$ cat src/rtl/dual_wb_pkg.sv
// dual_wb_pkg: shared widths and the writeback entry type for dual_wb_stage.
package dual_wb_pkg;

  localparam int DATA_W     = 16;
  localparam int REG_ADDR_W = 4;
  localparam int NUM_REGS   = 16;

  // One buffered register write: destination index plus result value.
  typedef struct packed {
    logic [REG_ADDR_W-1:0] dest;
    logic [DATA_W-1:0]     data;
  } wb_entry_t;

endpackage

$ cat src/rtl/wb_lane.sv
// wb_lane: one writeback lane -- result FIFO, registered register-file write
// port and a pending-write scoreboard for the issue stage.
// Optional feature macro: DUAL_WB_BYPASS_EN (empty FIFO + no stall lets an
// accepted result load the output register directly).
module wb_lane
  import dual_wb_pkg::*;
#(
  parameter int DEPTH = 2
) (
  input  logic                  clk,
  input  logic                  reset,
  input  logic                  wbStall,
  input  logic                  exValid,
  output logic                  exReady,
  input  logic                  exWrEn,
  input  logic [REG_ADDR_W-1:0] exDest,
  input  logic [DATA_W-1:0]     exData,
  input  logic                  issueValid,
  input  logic [REG_ADDR_W-1:0] issueDest,
  output logic                  issueReady,
  output logic [NUM_REGS-1:0]   busy,
  output logic                  regWrite,
  output logic [REG_ADDR_W-1:0] destReg,
  output logic [DATA_W-1:0]     writeData
);

  localparam int PTR_W = $clog2(DEPTH);
  localparam int CNT_W = PTR_W + 1;

  wb_entry_t          mem [DEPTH];
  logic [PTR_W-1:0]   rdPtr;
  logic [PTR_W-1:0]   wrPtr;
  logic [CNT_W-1:0]   count;
  logic               fifoEmpty;
  logic               doEnq;
  logic               doPush;
  logic               doPop;
  logic               loadOut;
  wb_entry_t          outNext;
  logic [NUM_REGS-1:0] busyNext;

  // Ready looks only at the registered count, so a full FIFO stays not-ready
  // even on an edge where it pops.
  assign exReady    = reset && (count < CNT_W'(DEPTH));
  assign issueReady = reset && (!busy[issueDest] || (issueDest == '0));
  assign fifoEmpty  = (count == '0);
  // Writes to r0 and non-writing results are accepted but never enqueued.
  assign doEnq      = exValid && exReady && exWrEn && (exDest != '0);

  // Retire selection: FIFO head first, optional bypass when the FIFO is empty.
  always_comb begin
    // NOTE: every output of this block gets a default first so no latch is inferred.
    doPush  = doEnq;
    doPop   = 1'b0;
    loadOut = 1'b0;
    outNext = mem[rdPtr];
    if (!wbStall) begin
      if (!fifoEmpty) begin
        doPop   = 1'b1;
        loadOut = 1'b1;
      end
`ifdef DUAL_WB_BYPASS_EN
      else if (doEnq) begin
        doPush  = 1'b0;
        loadOut = 1'b1;
        outNext = '{dest: exDest, data: exData};
      end
`endif
    end
  end

  // FIFO storage; contents are only meaningful below count.
  always_ff @(posedge clk) begin
    // NOTE: the storage array carries no reset; the pointers and count already mark it empty.
    if (doPush) mem[wrPtr] <= '{dest: exDest, data: exData};
  end

  // FIFO pointers and occupancy.
  always_ff @(posedge clk or negedge reset) begin
    // NOTE: sequential state uses non-blocking assignments so every flop samples pre-edge values.
    if (!reset) begin
      rdPtr <= '0;
      wrPtr <= '0;
      count <= '0;
    end else begin
      if (doPush) wrPtr <= wrPtr + PTR_W'(1);
      if (doPop)  rdPtr <= rdPtr + PTR_W'(1);
      case ({doPush, doPop})
        2'b10:   count <= count + CNT_W'(1);
        2'b01:   count <= count - CNT_W'(1);
        default: count <= count;
      endcase
    end
  end

  // Registered register-file write port; index and data hold while idle.
  always_ff @(posedge clk or negedge reset) begin
    if (!reset) begin
      regWrite  <= 1'b0;
      destReg   <= '0;
      writeData <= '0;
    end else begin
      regWrite <= loadOut;
      if (loadOut) begin
        destReg   <= outNext.dest;
        writeData <= outNext.data;
      end
    end
  end

  // Scoreboard next state: clear on retire, then set on issue so set wins.
  always_comb begin
    busyNext = busy;
    if (regWrite) busyNext[destReg] = 1'b0;
    if (issueValid && issueReady && (issueDest != '0)) busyNext[issueDest] = 1'b1;
    busyNext[0] = 1'b0;
  end

  // Scoreboard register.
  always_ff @(posedge clk or negedge reset) begin
    if (!reset) busy <= '0;
    else        busy <= busyNext;
  end

endmodule

$ cat src/rtl/dual_wb_stage.sv
// dual_wb_stage: two independent writeback lanes feeding register sets 1 and 2.
// Optional feature macro: DUAL_WB_BYPASS_EN (see wb_lane).
module dual_wb_stage #(
  parameter int DATA_W     = dual_wb_pkg::DATA_W,
  parameter int REG_ADDR_W = dual_wb_pkg::REG_ADDR_W,
  parameter int DEPTH      = 2
) (
  input  logic                            clk,
  input  logic                            reset,
  input  logic                            wbStall,
  input  logic                            exValid1,
  output logic                            exReady1,
  input  logic                            exWrEn1,
  input  logic [REG_ADDR_W-1:0]           exDest1,
  input  logic [DATA_W-1:0]               exData1,
  input  logic                            issueValid1,
  input  logic [REG_ADDR_W-1:0]           issueDest1,
  output logic                            issueReady1,
  output logic [dual_wb_pkg::NUM_REGS-1:0] busy1,
  output logic                            regWrite1,
  output logic [REG_ADDR_W-1:0]           destReg1,
  output logic [DATA_W-1:0]               writeData1,
  input  logic                            exValid2,
  output logic                            exReady2,
  input  logic                            exWrEn2,
  input  logic [REG_ADDR_W-1:0]           exDest2,
  input  logic [DATA_W-1:0]               exData2,
  input  logic                            issueValid2,
  input  logic [REG_ADDR_W-1:0]           issueDest2,
  output logic                            issueReady2,
  output logic [dual_wb_pkg::NUM_REGS-1:0] busy2,
  output logic                            regWrite2,
  output logic [REG_ADDR_W-1:0]           destReg2,
  output logic [DATA_W-1:0]               writeData2
);

  wb_lane #(.DEPTH(DEPTH)) lane1 (
    .clk        (clk),
    .reset      (reset),
    .wbStall    (wbStall),
    .exValid    (exValid1),
    .exReady    (exReady1),
    .exWrEn     (exWrEn1),
    .exDest     (exDest1),
    .exData     (exData1),
    .issueValid (issueValid1),
    .issueDest  (issueDest1),
    .issueReady (issueReady1),
    .busy       (busy1),
    .regWrite   (regWrite1),
    .destReg    (destReg1),
    .writeData  (writeData1)
  );

  wb_lane #(.DEPTH(DEPTH)) lane2 (
    .clk        (clk),
    .reset      (reset),
    .wbStall    (wbStall),
    .exValid    (exValid2),
    .exReady    (exReady2),
    .exWrEn     (exWrEn2),
    .exDest     (exDest2),
    .exData     (exData2),
    .issueValid (issueValid2),
    .issueDest  (issueDest2),
    .issueReady (issueReady2),
    .busy       (busy2),
    .regWrite   (regWrite2),
    .destReg    (destReg2),
    .writeData  (writeData2)
  );

endmodule

$ cat config.mk
export PLATFORM = sky130hd
export DESIGN_NAME = dual_wb_stage
export DESIGN_NICKNAME = d
export VERILOG_FILES = /design/src/rtl/dual_wb_pkg.sv /design/src/rtl/wb_lane.sv /design/src/rtl/dual_wb_stage.sv
export SDC_FILE = /design/constraint.sdc
export NUM_CORES = 1
export LEC_CHECK = 0
export ABC_AREA = 1
export ABC_CLOCK_PERIOD_IN_PS = 2800
export CAP_MARGIN = 20
export CORE_ASPECT_RATIO = 2
export CORE_MARGIN = 4
export CORE_UTILIZATION = 30
export CTS_BUF_LIST = sky130_fd_sc_hd__clkbuf_2 sky130_fd_sc_hd__clkbuf_4 sky130_fd_sc_hd__clkbuf_8
export DETAILED_ROUTE_END_ITERATION = 8
export PLACE_DENSITY = 0.48
export SYNTH_ARGS = -nofsm -noshare
export SYNTH_HDL_FRONTEND = slang
export SYNTH_HIERARCHICAL = 1
export SYNTH_SLANG_ARGS = --single-unit
$ cat constraint.sdc
create_clock -name clk -period 2.8 [get_ports clk]
set_input_delay 0.56 -clock clk [delete_from_list [all_inputs] [get_ports clk]]
set_output_delay 0.56 -clock clk [all_outputs]
set_load 0.005 [all_outputs]
# [Word-level counts from Yosys, hierarchy flattened]
# Memories as Yosys holds them, arrays and structs flattened. A register that Yosys moved wholly into a read port is not among the register bits.
# Cells that the tools add are included.
[classes] div_mod_pow=0 n_reduce_logical=34 order_cmp=10 n_eq_ne=4 n_addsub=8 multipliers=0 n_shift=0 bitwise_logic=6 n_mux=26
[ops] cell="$mux 16" count=4
[ops] cell="$and 16x16->16" count=2
[ops] cell="$not 16->16" count=2
[ops] cell="$or 16x16->16" count=2
[ops] cell="$lt 4x5->1 const B" count=4
[ops] cell="$logic_and 1x1->1" count=18
[ops] cell="$demux 1 s4" count=4
[ops] cell="$ge 4x1->1 const B" count=4
[ops] cell="$reduce_bool 4->1" count=4
[ops] cell="$mux 1" count=14
[ops] cell="$bmux 1 s4" count=2
[ops] cell="$logic_not 4->1" count=2
[ops] cell="$pmux 2 s2" count=2
[ops] cell="$add 1x1->1 const B" count=4
[ops] cell="$add 2x1->2 const B" count=2
[ops] cell="$eq 2x1->1 const B" count=2
[ops] cell="$eq 2x2->1 const B" count=2
[ops] cell="$logic_not 1->1" count=4
[ops] cell="$logic_not 2->1" count=2
[ops] cell="$lt 2x2->1 const B" count=2
[ops] cell="$reduce_bool 2->1" count=2
[ops] cell="$sub 2x1->2 const B" count=2
[ops] cell="$logic_or 1x1->1" count=2
[totals] register_bits=40 word_cells=100 ram_bits=80 latch_bits=0 n_memories=2 rom_bits=0 out_inout_bits=78
[mem_list] memory="lane1.mem" words=2 word_bits=20 rd=1 rd_clocked_by_memory_dff=1 wr=1 line_no="wb_lane.sv:30" rtl="wb_entry_t mem [DEPTH];"
[mem_list] memory="lane2.mem" words=2 word_bits=20 rd=1 rd_clocked_by_memory_dff=1 wr=1 line_no="wb_lane.sv:30"

# [Depth between registers and ports, before layout]
[logic_depth] depth_word=9 depth_mapped=11

# [Modules after synthesis]
# The synthesis kept the hierarchy.
[modules_own_cells] module="wb_lane at lane1" area_each_um2=3359.5 n_inst=1 cells_per_inst=330 seq_area_each_um2=2202.1
[modules_own_cells] module="wb_lane at lane2" area_each_um2=3335.7 n_inst=1 cells_per_inst=330 seq_area_each_um2=2202.1

# [Worst setup path after synthesis]
# OpenSTA, ideal clock, no wires.
[synth_path] path_kind="input-to-reg" startpoint="input reset" endpoint="memory lane2/mem[0][0] (netlist bit), enable pin" setup_ns=0.397 path_stages=5 t_arrival_ns=2.063 slack_ns=0.341 path_cell_list="clkbuf_1 > inv_1 > nor2_1 > nand4_1 > nor2_1"
[synth_via] elab_chain_len=6
[synth_rtl] item="start: declaration" line_no="dual_wb_stage.sv:9" rtl="input logic reset,"
[synth_rtl] item="$logic_and 1x1->1" line_no="wb_lane.sv:44" rtl="assign exReady = reset && (count < CNT_W'(DEPTH));"
[synth_rtl] item="via exReady2" line_no="dual_wb_stage.sv:24" rtl="output logic exReady2,"
[synth_rtl] item="$logic_and 1x1->1 (3 in series)" line_no="wb_lane.sv:48" rtl="assign doEnq = exValid && exReady && exWrEn && (exDest != '0);"
[synth_rtl] item="$mux 1" line_no="wb_lane.sv:75" rtl="if (doPush) mem[wrPtr] <= '{dest: exDest, data: exData};"
[synth_rtl] item="$mux 1 (implied by the code)" line_no="wb_lane.sv:75"
[synth_rtl] item="end: declaration" line_no="wb_lane.sv:30"
# The timed path passes the listed nets, and every way through them passes these cells.

# [Final worst setup path]
[layout_path] startpoint="input reset" endpoint="output exReady2"
[layout_via] elab_chain_len=1
[layout_rtl] item="$logic_and 1x1->1" line_no="wb_lane.sv:44"
[layout_rtl] item="end: declaration" line_no="dual_wb_stage.sv:24"
# Every way passes these cells.

==> out/qor.txt <==
===================================================================================
Result of the run                                                      finished, final reports clean
Post-detailed-routing wire length                                          17400 um
Placement Rows                                                                   77
Post-synth design cell area                                               6700 um^2
Initial antenna violation count                                                   0
Wire length per cell                                                        15.9 um
Fraction of final layout cells sized beyond drive strength 1                 0.0978
Detailed-route via count                                                       5136
Critical-path cell with the highest stage delay                        clkdlybuf4s50_1
Fraction of the yosys area taken by sequential cells                          0.658
Clock sinks                                                                     160
Routability congestion estimate from global placement                         0.881
Pin slew with the least headroom to its limit                              0.753 ns
Most used standard cell by instance count after synthesis                   nand2_1
Synthesis Warnings                                                                6
Dominant register cell in the synthesized netlist                          edfxtp_1
Unrepaired setup endpoints after global routing                                  no
Buffer type at the clock tree root                                         clkbuf_8
Die Span Y                                                                   219 um
Total Power                                                                 8.24 mW
Commonest cells post-synth                                             nand2_1 (193), nor2_1 (97), dfrtp_1 (80), edfxtp_1 (80), a31oi_1 (40)
Count of boundary I/O pins                                                      135
Maximum clock skew at final layout                                        0.0115 ns
Clock latency on the worst-skew pair                                        0.45 ns
Largest driver fanout on the critical path                                        6
Category of the worst setup path launch point                            input port
Number of levels the H-tree was split into                                        4
Die area                                                                 24900 um^2
CP Depth                                                                          5
Gate count of the mapped netlist                                                660
Post-synthesis sequential element count                                         160
Net count, final                                                                864
Area contributors post-synth                                           edfxtp_1 (36%), dfrtp_1 (30%), nand2_1 (11%), nor2_1 (5.4%), a31oi_1 (3.7%)
Worst slew slack as a fraction of its limit                                   0.498
Pin count of the biggest net entering global routing                             61
Share of flip-flops with an asynchronous set or reset                         0.500
Cells along the critical path                                          dlygate4sd3_1, buf_4, inv_1, nor2_1, clkdlybuf4s50_1
Number of flops mapped to enable cells by yosys                                  80
Yosys top cell by area                                                     edfxtp_1
Required time of the critical path                                          2.24 ns
Portion of synthesized cell area occupied by the leading cell type            0.359
Antenna diode count                                                               0
Die Wd                                                                       114 um
Critical path endpoint category                                        primary output
Number of library cell types mapped by synthesis                                 29
Area grow syn2layout                                                          31.6%
Remaining Overflow, GRT                                                           0
Initial standard-cell utilization of the core                                 0.303
Count of input and output buffers                                               132
DRC errors left                                                                   0
Gr usage total                                                                0.144
Clock tree from TritonCTS                                                       yes
Post-Syn Nets                                                                   719
Number of global-route vias before repair                                      5323
Fillers                                                                        2178
Clock transition at the registers of the reported paths                     0.07 ns
First-pass GRT wire length                                                 27600 um
Max Used Layer                                                                 met4
Period Utilization, post-route                                                0.976
Final ANT Viol Nets                                                               0
FMAX                                                                        366 MHz
Cell count of the worst reg-to-reg path                                           6
Detailed-routing iteration count for the pre-antenna-repair pass                  6
Starting DRC count in detailed routing                                          295
Maximum Capacitance Violations                                                    0
Critical setup path kind                                                  in -> out
Count of placed standard cells in the final layout, fillers left out           1094
Number of buffers and inverters on the critical path                              4
Pins Over Slew Limit                                                              0
Leakage component of the power                                              3.54 nW
Syn avg cell area                                                         10.1 um^2
Final Hold Fails                                                                  0
Final WS setup                                                            0.0668 ns
Core box area                                                            22100 um^2
Met3 layer wire length in the routed design                                  764 um
Place WS                                                                  -0.190 ns
Ratio of routed vias to standard cells                                         4.69
Met1 Wirelength                                                             6320 um
Final critical-path required period                                         2.73 ns
Placed wire-length estimate after detailed placement                       12600 um
Total setup violations reported at the end of the flow                            0
Placed cells                                                                   1061
Number of buffers on the longest clock path                                       2
Type of the tightest min-delay check                                    in -> async
Arrival time of data at the critical path endpoint                          2.17 ns
Total clock buffers created by CTS                                               17
CP max stage delay                                                          0.57 ns
IR drop worst, VDD                                                           411 uV
Wire length on met2                                                         9650 um
Family with the most delay on the worst path                           buffers and inverters
Power density over cell area                                            935 nW/um^2
===================================================================================
==> cell type report <==
type,count,area (um^2),area share
Timing Repair Buffer,154,1510,0.172
Sequential cell,160,4400,0.500
Multi-Input combinational cell,434,2030,0.230
Clock buffer,26,320,0.0364
Inverter,38,143,0.0162
Tap cell,276,345,0.0392
Clock inverter,6,58.8,0.00668
==> logic make-up after synthesis <==
logic type / count (synthesis) / synth area share
AO/OA/AOI/OAI: 75 / 0.0654
XOR/XNOR: 8 / 0.0105
adder cells (fa/ha/maj): 2 / 0.00374
buffers and inverters: 66 / 0.0441
flip-flops: 160 / 0.658
other: 2 / 0.00112
AND/OR/NAND/NOR: 347 / 0.217
==> layout by cell type (no fill, tap or decap), types with 12 or more instances in the layout <==
master / n
nand2_1: 193
clkdlybuf4s50_1: 128
nor2_1: 91
dfrtp_1: 80
edfxtp_1: 80
a31oi_1: 40
nand4_1: 32
inv_1: 32
o21ai_0: 30
clkbuf_8: 20
buf_4: 19
nand3_1: 12
==> layer usage <==
metal / vias to the layer above / GRT usage
li1: 2510 / -
met1: 2432 / 0.147
met2: 155 / 0.265
met3: 39 / 0.0373
met4: 0 / 0.0706
met5: - / 0
==> report_power, final <==
part / total, mW / internal (mW) / switching, mW / leakage (nW)
registers: 3.67 / 3.12 / 0.557 / 1.64
logic: 2.94 / 1.51 / 1.43 / 1.70
clock network: 1.63 / 0.830 / 0.797 / 0.202
==> registers in the layout, indices dropped and copies added (netlist names), 2 cells and up <==
register and count:
lane1/mem 40, lane1/busy 15, lane2/destReg 4, lane2/count 2
lane1/destReg 4, lane2/writeData 16, lane2/busy 15, lane2/mem 40
lane1/writeData 16, lane1/count 2
==> timing repair <==
action / CTS / global route
gates resized for setup: 5 / 0
buffers inserted: 0 / 0
hold buffers: 1 / 0
hold endpoints to repair: 2 / 0
endpoints found under the setup margin: 2 / 0
==> worst paths after layout <==
path / startpoint / endpoint / slack, ns
hold reg to reg: lane1/count[1]$_DFFE_PN0P_ / lane1/count[1]$_DFFE_PN0P_ / 0.52
setup / recovery: reset / exReady2 / 0.07
min in group clk: lane1/count[1]$_DFFE_PN0P_ / lane1/count[1]$_DFFE_PN0P_ / 0.52
max in group asynchronous: reset / lane2/rdPtr$_DFFE_PN0P_ / 1.39
hold / removal: reset / lane1/busy[13]$_DFF_PN0_ / 0.47
setup reg to reg: lane2/count[1]$_DFFE_PN0P_ / lane2/count[1]$_DFFE_PN0P_ / 0.97
==> metrics by stage <==
stage / cell area (um^2) / util / setup TNS (ns) / hold WS [ns]
after floorplan: 6700 / - / 0 / 0.264
after global placement: 8410 / 0.381 / -0.193 / 0.382
after detailed placement: 8410 / 0.381 / -0.219 / 0.382
after CTS: 8810 / 0.399 / 0 / 0.421
after global routing: 8810 / 0.399 / 0 / 0.423
final: 8810 / 0.399 / 0 / 0.467
Power figures use the tool's default switching activity.
